File: src/rtl/traffic_pkg.sv
// Shared types and constants for the crossroads traffic-light controller.
package traffic_pkg;

  // Phase sequencer states; NIGHT overrides the normal four-phase cycle.
  typedef enum logic [2:0] {
    EWG   = 3'd0,
    EWY   = 3'd1,
    SNG   = 3'd2,
    SNY   = 3'd3,
    NIGHT = 3'd4
  } state_t;

  // Lamp encoding {red, yellow, green}, active-high.
  localparam logic [2:0] LED_R   = 3'b100;
  localparam logic [2:0] LED_Y   = 3'b010;
  localparam logic [2:0] LED_G   = 3'b001;
  localparam logic [2:0] LED_OFF = 3'b000;

  // Width of the countdown values sent to the seven-segment driver.
  localparam int TIME_W = 6;

endpackage

File: src/rtl/tick_gen.sv
// One-second time base: a single-cycle pulse every TICK_CNT sys_clk cycles.
// clr restarts the count so a new phase gets a full first second.
module tick_gen
  import traffic_pkg::*;
#(
  parameter int TICK_CNT = 50_000_000
) (
  input  logic sys_clk,
  input  logic sys_rst_n,
  input  logic clr,
  output logic tick
);

  localparam int CNT_W = (TICK_CNT > 2) ? $clog2(TICK_CNT) : 1;
  localparam logic [CNT_W-1:0] CNT_LAST = CNT_W'(TICK_CNT - 1);

  logic [CNT_W-1:0] tick_cnt;

  assign tick = (tick_cnt == CNT_LAST);

  // Free-running 0..TICK_CNT-1 counter; clear wins over the wrap.
  always_ff @(posedge sys_clk) begin
    if (!sys_rst_n || clr) begin
      tick_cnt <= '0;
    end else if (tick) begin
      tick_cnt <= '0;
    end else begin
      tick_cnt <= tick_cnt + 1'b1;
    end
  end

endmodule

File: src/rtl/traffic_ctrl.sv
// Crossroads phase sequencer: EW/SN green-yellow cycle on a 1 s time base,
// lamp drive, countdown values for the display, and a flashing-yellow
// night override with the display blanked.
module traffic_ctrl
  import traffic_pkg::*;
#(
  parameter int TICK_CNT    = 50_000_000,
  parameter int GREEN_TIME  = 27,
  parameter int YELLOW_TIME = 3
) (
  input  logic              sys_clk,
  input  logic              sys_rst_n,
  input  logic              night,
  output logic [TIME_W-1:0] ew_time,
  output logic [TIME_W-1:0] sn_time,
  output logic              en,
  output logic [2:0]        ew_led,
  output logic [2:0]        sn_led
);

  localparam logic [TIME_W-1:0] GREEN_T  = TIME_W'(GREEN_TIME);
  localparam logic [TIME_W-1:0] YELLOW_T = TIME_W'(YELLOW_TIME);

  state_t            state_p0, state_d;
  logic [TIME_W-1:0] sec_cnt_p0, sec_cnt_d;
  logic              flash_p0, flash_d;
  logic              tick;
  logic              clr;

  logic [2:0]        ew_led_d, sn_led_d;
  logic [TIME_W-1:0] ew_time_d, sn_time_d;
  logic              vld_d;

  logic [2:0]        ew_led_p1, sn_led_p1;
  logic [TIME_W-1:0] ew_time_p1, sn_time_p1;
  logic              vld_p1;

  // Restart the second count on every transition into or out of NIGHT.
  assign clr = (state_p0 == NIGHT) ? !night : night;

  tick_gen #(
    .TICK_CNT(TICK_CNT)
  ) u_tick_gen (
    .sys_clk  (sys_clk),
    .sys_rst_n(sys_rst_n),
    .clr      (clr),
    .tick     (tick)
  );

  // Stage p0: phase state, seconds remaining and night flash phase.
  always_ff @(posedge sys_clk) begin
    if (!sys_rst_n) begin
      state_p0   <= EWG;
      sec_cnt_p0 <= GREEN_T;
      flash_p0   <= 1'b0;
    end else begin
      state_p0   <= state_d;
      sec_cnt_p0 <= sec_cnt_d;
      flash_p0   <= flash_d;
    end
  end

  // Next phase: night request beats a coincident tick; otherwise count down and reload.
  always_comb begin
    state_d   = state_p0;
    sec_cnt_d = sec_cnt_p0;
    flash_d   = flash_p0;
    if (state_p0 == NIGHT) begin
      if (!night) begin
        state_d   = EWG;
        sec_cnt_d = GREEN_T;
      end else if (tick) begin
        flash_d = !flash_p0;
      end
    end else if (night) begin
      state_d = NIGHT;
      flash_d = 1'b1;
    end else if (tick) begin
      if (sec_cnt_p0 > TIME_W'(1)) begin
        sec_cnt_d = sec_cnt_p0 - 1'b1;
      end else begin
        case (state_p0)
          EWG: begin
            state_d   = EWY;
            sec_cnt_d = YELLOW_T;
          end
          EWY: begin
            state_d   = SNG;
            sec_cnt_d = GREEN_T;
          end
          SNG: begin
            state_d   = SNY;
            sec_cnt_d = YELLOW_T;
          end
          SNY: begin
            state_d   = EWG;
            sec_cnt_d = GREEN_T;
          end
          default: begin
            state_d   = EWG;
            sec_cnt_d = GREEN_T;
          end
        endcase
      end
    end
  end

  // Lamp and countdown mapping; the red side shows the time until its own green.
  always_comb begin
    ew_led_d  = LED_OFF;
    sn_led_d  = LED_OFF;
    ew_time_d = '0;
    sn_time_d = '0;
    vld_d     = 1'b0;
    case (state_p0)
      EWG: begin
        ew_led_d  = LED_G;
        sn_led_d  = LED_R;
        ew_time_d = sec_cnt_p0;
        sn_time_d = sec_cnt_p0 + YELLOW_T;
        vld_d     = 1'b1;
      end
      EWY: begin
        ew_led_d  = LED_Y;
        sn_led_d  = LED_R;
        ew_time_d = sec_cnt_p0;
        sn_time_d = sec_cnt_p0;
        vld_d     = 1'b1;
      end
      SNG: begin
        ew_led_d  = LED_R;
        sn_led_d  = LED_G;
        ew_time_d = sec_cnt_p0 + YELLOW_T;
        sn_time_d = sec_cnt_p0;
        vld_d     = 1'b1;
      end
      SNY: begin
        ew_led_d  = LED_R;
        sn_led_d  = LED_Y;
        ew_time_d = sec_cnt_p0;
        sn_time_d = sec_cnt_p0;
        vld_d     = 1'b1;
      end
      NIGHT: begin
        ew_led_d = {1'b0, flash_p0, 1'b0};
        sn_led_d = {1'b0, flash_p0, 1'b0};
      end
      default: begin
        ew_led_d = LED_OFF;
        sn_led_d = LED_OFF;
      end
    endcase
  end

  // Stage p1: registered outputs, one cycle behind the phase state.
  always_ff @(posedge sys_clk) begin
    if (!sys_rst_n) begin
      ew_led_p1  <= LED_OFF;
      sn_led_p1  <= LED_OFF;
      ew_time_p1 <= '0;
      sn_time_p1 <= '0;
      vld_p1     <= 1'b0;
    end else begin
      ew_led_p1  <= ew_led_d;
      sn_led_p1  <= sn_led_d;
      ew_time_p1 <= ew_time_d;
      sn_time_p1 <= sn_time_d;
      vld_p1     <= vld_d;
    end
  end

  assign ew_led  = ew_led_p1;
  assign sn_led  = sn_led_p1;
  assign ew_time = ew_time_p1;
  assign sn_time = sn_time_p1;
  assign en      = vld_p1;

endmodule

File: config.mk
export PLATFORM = sky130hd
export DESIGN_NAME = traffic_ctrl
export DESIGN_NICKNAME = d
export VERILOG_FILES = /design/src/rtl/traffic_pkg.sv /design/src/rtl/tick_gen.sv /design/src/rtl/traffic_ctrl.sv
export SDC_FILE = /design/constraint.sdc
export NUM_CORES = 1
export LEC_CHECK = 0
export ABC_CLOCK_PERIOD_IN_PS = 3400
export BUFFER_PORTS_ARGS = -buffer_cell sky130_fd_sc_hd__buf_4
export CORE_ASPECT_RATIO = 1.1
export CORE_MARGIN = 5
export CORE_UTILIZATION = 45
export DETAILED_ROUTE_END_ITERATION = 8
export PLACE_DENSITY = 0.6
export SLEW_MARGIN = 10
export SYNTH_ARGS = -nofsm -noshare
export SYNTH_HDL_FRONTEND = slang
export SYNTH_SLANG_ARGS = --single-unit
File: constraint.sdc
create_clock -name sys_clk -period 3.4 [get_ports sys_clk]
set_clock_uncertainty 0.15 [all_clocks]
set_input_delay 0.85 -clock sys_clk [delete_from_list [all_inputs] [get_ports sys_clk]]
set_output_delay 0.85 -clock sys_clk [all_outputs]
set_load 0.03 [all_outputs]
==> Word level (Yosys, flattened, before mapping) <==
Cells that the tools add are included.
{ "word_totals": {"reg_bits": 55, "latch_bits": 0, "ram_bits": 0, "romBits": 0, "in_bits": 3, "out_inout_bits": 19, "word_cells": 61, "mem_count": 0} }
{ "op_classes": {"add_sub_neg": 3, "multipliers": 0, "div_mod_pow": 0, "order_cmp": 1, "n_eq_ne": 8, "n_shift": 0, "muxes": 22, "bitwise": 1, "n_reduce_logical": 17} }
{ "op_table": {"columns": ["operator", "count"], "rows": [
  ["two-way mux 6 bit", 5],
  ["adder 26 x 1 -> 26 bit, second input constant", 1],
  ["equality test 26 bit, second input constant", 1],
  ["case mux 3 bit (4 select lines)", 2],
  ["case mux 6 bit (2 select lines)", 2],
  ["two-way mux 3 bit", 5],
  ["OR reduction 2 bit", 4],
  ["adder 6 x 2 -> 6 bit, second input constant", 1],
  ["equality test 3 x 2 -> 1 bit, second input constant", 2],
  ["> comparator 6 x 1 -> 1 bit, second input constant", 1],
  ["two-way mux 1 bit", 6],
  ["case mux 2 bit (3 select lines)", 1],
  ["OR reduction 3 bit", 2],
  ["subtractor 6 x 1 -> 6 bit, second input constant", 1],
  ["two-way mux 5 bit", 1],
  ["!= test 2 bit, second input constant", 2],
  ["AND reduction 2 bit", 2],
  ["OR reduction 4 bit", 1],
  ["equality test 3 x 1 -> 1 bit, second input constant", 1],
  ["equality test 3 bit, second input constant", 1],
  ["zero test 1 bit", 3],
  ["zero test 3 bit", 1],
  ["!= test 3 bit, second input constant", 1],
  ["AND reduction 3 bit", 1],
  ["other kinds (4)", 4]
]} }

==> Depth between registers and ports, before layout <==
{ "depth": {"word_depth": 7, "depth_mapped": 9, "depth_no_buf": 7} }

==> Cells and area by module <==
A second synthesis with hierarchy kept.
{ "unflattened": {"hier_cells": 312, "hier_area_um2": 2637.5} }
{ "modules_own_cells": {"columns": ["module", "instances", "cells_per_inst", "area_each_um2", "seq_area_each_um2"], "rows": [
  ["traffic_ctrl", 1, 157, 1346.3, 580.6],
  ["tick_gen", 1, 155, 1291.2, 520.5]
]} }

==> Least setup slack after synthesis <==
No wires, ideal clock.
{ "synth_path": {"kind": "input -> register", "start": "in night", "end": "reg u_tick_gen.tick_cnt[18]", "setup_time_ns": 0.128, "arrival_ns": 2.020, "setup_slack_ns": 1.103, "cell_stages": 6, "n_path_buf": 2, "cell_sequence": "clkbuf_1 > inv_1 > ha_1 > nand3b_1 > clkbuf_1 > nor2_1"} }
{ "synth_via": {"elab_chain_cells": 4} }
{ "synth_lines": {"columns": ["item", "line_no", "text"], "rows": [
  ["from (decl)", "traffic_ctrl.sv:13", "input logic night,"],
  ["zero test 1 bit", null, null],
  ["two-way mux 1 bit *", "traffic_ctrl.sv:39", "assign clr = (state_p0 == NIGHT) ? !night : night;"],
  ["logical OR 1 bit *", "tick_gen.sv:23", "if (!sys_rst_n || clr) begin"],
  ["OR reduction 2 bit (no source line) *", null, null],
  ["to (signal assigned)", "tick_gen.sv:28", "tick_cnt <= tick_cnt + 1'b1;"],
  ["to (decl)", "tick_gen.sv:17", "logic [CNT_W-1:0] tick_cnt;"]
]} }
Every way passes the cells marked *; elsewhere a longest branch is shown, timed or not.
A chain may end at the register's enable or synchronous reset.

==> Worst setup path in the final report <==
{ "layout_path": {"start": "reg state_p0[0]", "end": "reg sec_cnt_p0[1]"} }
{ "layout_via": {"elab_chain_cells": 3, "word_cells_on_any_way": 4} }
{ "layout_lines": {"columns": ["item", "line_no", "text"], "rows": [
  ["from (decl)", "traffic_ctrl.sv:24", "state_t state_p0, state_d;"],
  ["from (signal assigned)", "traffic_ctrl.sv:57", "state_p0 <= state_d;"],
  ["equality test 3 bit *", "traffic_ctrl.sv:68", "if (state_p0 == NIGHT) begin"],
  ["nonzero test 2 bit (no source line)", null, null],
  ["AND reduction 2 bit (no source line)", null, null],
  ["to (signal assigned)", "traffic_ctrl.sv:58", "sec_cnt_p0 <= sec_cnt_d;"],
  ["to (decl)", "traffic_ctrl.sv:25", "logic [TIME_W-1:0] sec_cnt_p0, sec_cnt_d;"]
]} }
Marks and branches as above.

==> impl_summary.md <==
Outcome
The flow ran to the end, and the final reports show no timing, DRC or antenna violations.

Clock tree
After clock tree synthesis, the clock-pin slew on the worst setup and hold paths is 0.09 ns. The number of buffers inserted to repair setup after CTS is 0. The clock passes through at most 2 buffers. The clock reaches the later pin of the worst-skew pair after 0.30 ns.

The cell chosen for the clock root is sky130_fd_sc_hd__clkbuf_8. The post-cts repair resize count is 0. TritonCTS created 5 clock buffers. The count of clock tree sinks is 55. The H-tree generated during clock tree synthesis spans 2 levels. TritonCTS built the clock tree. After clock tree synthesis, the flow added hold-fix buffers numbering 0.

Global routing
The busiest layer in global routing is met2. The via count of the first global-routing pass is approximately 1800. The number of antenna violations at the first check in global routing was 0. Global routing consumed, on the met3 layer, 3.189% of the routing resources. The residual overflow from global routing is 0.

The global-route wire length before repair is 8.397 mm. The largest net degree at the start of global routing is 27. In the global route stage, met1 resource usage came out at 17.79%. The met2 capacity usage during global routing is roughly a quarter. Global routing used 14.79% of the available tracks across all layers.

STA
The final cycle utilization of the critical path is about 69%. The worst pin sits at a relative slew slack of about 57%. The slew at the pin with the worst max-slew slack is 0.6494 ns. Setup violations remaining at the end of the flow were counted as 0.

The maximum operating frequency is 423.9 MHz. The post-layout minimum cycle time is between 2 and 2.5 ns. Setup total negative slack on the finished layout was measured at 0 ns.

The count of final max-slew check failures is 0. Setup repair after global routing left no endpoint under its margin. The number of endpoints with negative hold slack in the final report is 0.

Worst setup path
On the critical path, the stage with the largest delay is an instance of sky130_fd_sc_hd__a22oi_1. STA classifies the critical path startpoint as a flop. The start of the worst register-to-register path is state_p0[0]. In this run the critical register-to-register path is captured at sec_cnt_p0[1].

The data required time at the worst endpoint is about 3.5 ns. Of all nets on the critical path, the largest fanout is 13. For the worst setup path, the data arrival time is roughly 2.4 ns. The number of cells on the worst reg-to-reg path is 6.

The longest individual stage delay on the worst path is 0.56 ns. Traced cell by cell, the critical path runs through or2_2 -> nand2b_1 -> inv_1 -> a22oi_1 -> mux2i_1 -> nand2_1. The slack of the worst reg-to-reg path is ~1.0 ns. The critical path capture point type is a flop. The kind of critical path is flop to flop. Counting both buffers and inverters, the worst setup path holds a total of 1.

In this design, the largest share of critical-path delay is due to simple AND/OR/NAND/NOR gates.

Detailed routing
Dividing the detail-routed via count by the number of cells gives 5.058. The first-pass iteration count of the detailed router is 4. Summed over all layers, the routed wires come to 4.679 mm.

For this run, design rule violations remaining after detail routing come to 0. Summing over every cut layer, the via total after detailed routing is 1922. The number of DRC violations after detailed-routing iteration 0 is 77.

The routed length per instance is 12.31 um. In this run the remaining antenna-violating nets after routing total 0.

Cells and area
Summing all flip-flop and latch instances after layout gives 1101 um2. Leaving out fill and tap cells, the most frequent cell in the layout is sky130_fd_sc_hd__dfxtp_1. The final layout contains 313 nets. The repair_antennas step left the layout with diodes totalling 0. The final instance count without filler cells is 380. The layout overhead on the synthesized area is 10.91%.

The proportion of layout cells with a drive suffix above 1 is 12.46%. The multi-input combinational cells in the finished layout cover a total of 1310 um2. Counting the fill cells in the layout gives 545. In the layout the commonest cells are sky130_fd_sc_hd__dfxtp_1, sky130_fd_sc_hd__nor2_1, sky130_fd_sc_hd__nand2_1, sky130_fd_sc_hd__buf_4, sky130_fd_sc_hd__xnor2_1.

Synth
The synthesized netlist cell count is 291. The share of the Yosys chip area taken by registers is roughly 44%. The total nets after synthesis is 300. The synthesis warning total is 0. The share of synthesized registers carrying an async set or reset is 0%. The most used flip-flop cell after synthesis is sky130_fd_sc_hd__dfxtp_1. The number of distinct library cells after synthesis is 40. The count of flip-flops with a built-in enable after synthesis is 0. The area of the mapped netlist is about 2500 um2. After synthesis, the mean cell area works out to 8.595 um2. Counting flops and latches in the post-synthesis netlist gives 55.

Hold path
The startpoint identified for the worst hold timing path is u_tick_gen.tick_cnt[0]. The cell depth of the worst min-delay path is 1. For hold timing, the worst endpoint is u_tick_gen.tick_cnt[0]. The worst hold-check path type is flop to flop.

Placement
The wire-length estimate of the detail-placed layout is 3.360 mm. Including well taps, the total number of placed cells is about 370. The global placer's final weighted congestion is 0.8073.

The quantity of I/O buffers inserted on ports is 21.

Floorplanning
After floorplanning, the core was divided into 28 placement rows. The overall die area is 7151 um2. The area of the core is 5395 um2. The die extent in x is 81.09 um. For this configuration, the core starts out at a cell density of between 40% and 50%.

The chip height is 88.19 um. During I/O placement, the number of pins put on the boundary was 22.

Run
The number of max-cap violations is 0.

Power
The total leakage power is 0.001048 uW. The largest vdd supply drop is 0.1827 mV. The power density over cell area is 395.3 nW/um2.
[cells in the mapped netlist, types with 2 or more instances]
master	number	area, um2
sky130_fd_sc_hd__a21oi_1	10	50.05
sky130_fd_sc_hd__and2_1	3	18.77
sky130_fd_sc_hd__and3_1	5	31.28
sky130_fd_sc_hd__and4_1	7	61.31
sky130_fd_sc_hd__clkbuf_1	15	56.30
sky130_fd_sc_hd__dfxtp_1	55	1101
sky130_fd_sc_hd__ha_1	6	75.07
sky130_fd_sc_hd__inv_1	6	22.52
sky130_fd_sc_hd__mux2_2	2	22.52
sky130_fd_sc_hd__mux2i_1	2	20.02
sky130_fd_sc_hd__nand2_1	23	86.33
sky130_fd_sc_hd__nand2b_1	3	18.77
sky130_fd_sc_hd__nand3_1	14	70.07
sky130_fd_sc_hd__nand3b_1	3	22.52
sky130_fd_sc_hd__nand4_1	6	37.54
sky130_fd_sc_hd__nor2_1	50	187.7
sky130_fd_sc_hd__nor3_1	9	45.04
sky130_fd_sc_hd__nor3b_1	3	22.52
sky130_fd_sc_hd__nor4_1	5	31.28
sky130_fd_sc_hd__nor4b_1	2	17.52
sky130_fd_sc_hd__o211ai_1	2	15.01
sky130_fd_sc_hd__o21ai_0	8	40.04
sky130_fd_sc_hd__or2_2	2	12.51
sky130_fd_sc_hd__or3_1	5	31.28
sky130_fd_sc_hd__or3_4	3	33.78
sky130_fd_sc_hd__xnor2_1	16	140.1
sky130_fd_sc_hd__xor2_1	13	113.9
[worst reg2reg max path, delay by kind of cell, from the launching register on]
family,cells,cell delay [ns]
multiplexers,1,0.28
flip-flops,1,0.50
buffers and inverters,1,0.13
AO/OA/AOI/OAI,1,0.56
AND/OR/NAND/NOR,3,0.64
[stage by stage]
step | hold WS (ns) | utilization [%] | worst slack (ns) | total power (uW) | cell area [um2]
after floorplan | 0.2874 | - | 1.103 | 743.9 | 2501
after global placement | 0.3065 | 49.91 | 1.131 | 774.3 | 2693
after detailed placement | 0.3158 | 49.91 | 1.085 | 774.7 | 2693
after CTS | 0.3380 | 51.41 | 1.065 | 1123 | 2774
after global routing | 0.3877 | 51.41 | 0.8968 | 1155 | 2774
final | 0.3289 | 51.41 | 1.041 | 1097 | 2774
[final cells by class]
class,instances,share of cell area (%)
Multi-Input combinational cell,214,47.23
Sequential cell,55,39.69
Clock inverter,1,0.1804
Tap cell,75,3.383
Clock buffer,7,2.751
Timing Repair Buffer,22,5.954
Inverter,6,0.8119
[report_power, final]
group          internal, uW  leakage (uW)  total (uW)  switching [uW]
combinational          30.8      0.000558        91.8            61.0
clock                   145     0.0000422         339             194
sequential              659      0.000448         666            6.68
total                   835       0.00105        1100             262
[per-layer routing]
metal / vias up / share of wire [%] / wire length (um)
met3: 6 / 3.7 / 173
met2: 35 / 49 / 2289
li1: 1025 / - / -
met4: 0 / 1.5 / 68
met5: - / 0 / 0
met1: 856 / 46 / 2147
[sequential cells by signal, summed over array words and instances (netlist names)]
| signal | count |
|---|---|
| state_p0 | 3 |
| sec_cnt_p0 | 6 |
| ew_time | 6 |
| en | 1 |
| sn_time | 6 |
| ew_led | 3 |
| sn_led | 3 |
| u_tick_gen.tick_cnt | 26 |
| flash_p0 | 1 |
[cell families (layout without fill, tap and decap cells)]
| kind of cell | Yosys count | in the layout | synth area share (%) |
|---|---|---|---|
| buffers and inverters | 22 | 36 | 3.602 |
| multiplexers | 4 | 4 | 1.701 |
| XOR/XNOR | 29 | 29 | 10.15 |
| flip-flops | 55 | 55 | 44.02 |
| adder cells (fa/ha/maj) | 6 | 6 | 3.001 |
| AND/OR/NAND/NOR | 143 | 143 | 29.11 |
| AO/OA/AOI/OAI | 32 | 32 | 8.405 |
[worst max path at each step]
stage | startpoint | end | slack, ns | cells after the start
2_1_floorplan | night | u_tick_gen.tick_cnt[18] | 1.10 | 6
3_3_place_gp | night | sec_cnt_p0[2] | 1.13 | 5
3_5_place_dp | night | sec_cnt_p0[2] | 1.09 | 5
4_1_cts | state_p0[0] | sec_cnt_p0[1] | 1.06 | 6
5_1_grt | state_p0[0] | state_p0[1] | 0.90 | 7
6_report | state_p0[0] | sec_cnt_p0[1] | 1.04 | 6
Note: power is estimated with default switching activity, not from simulation.
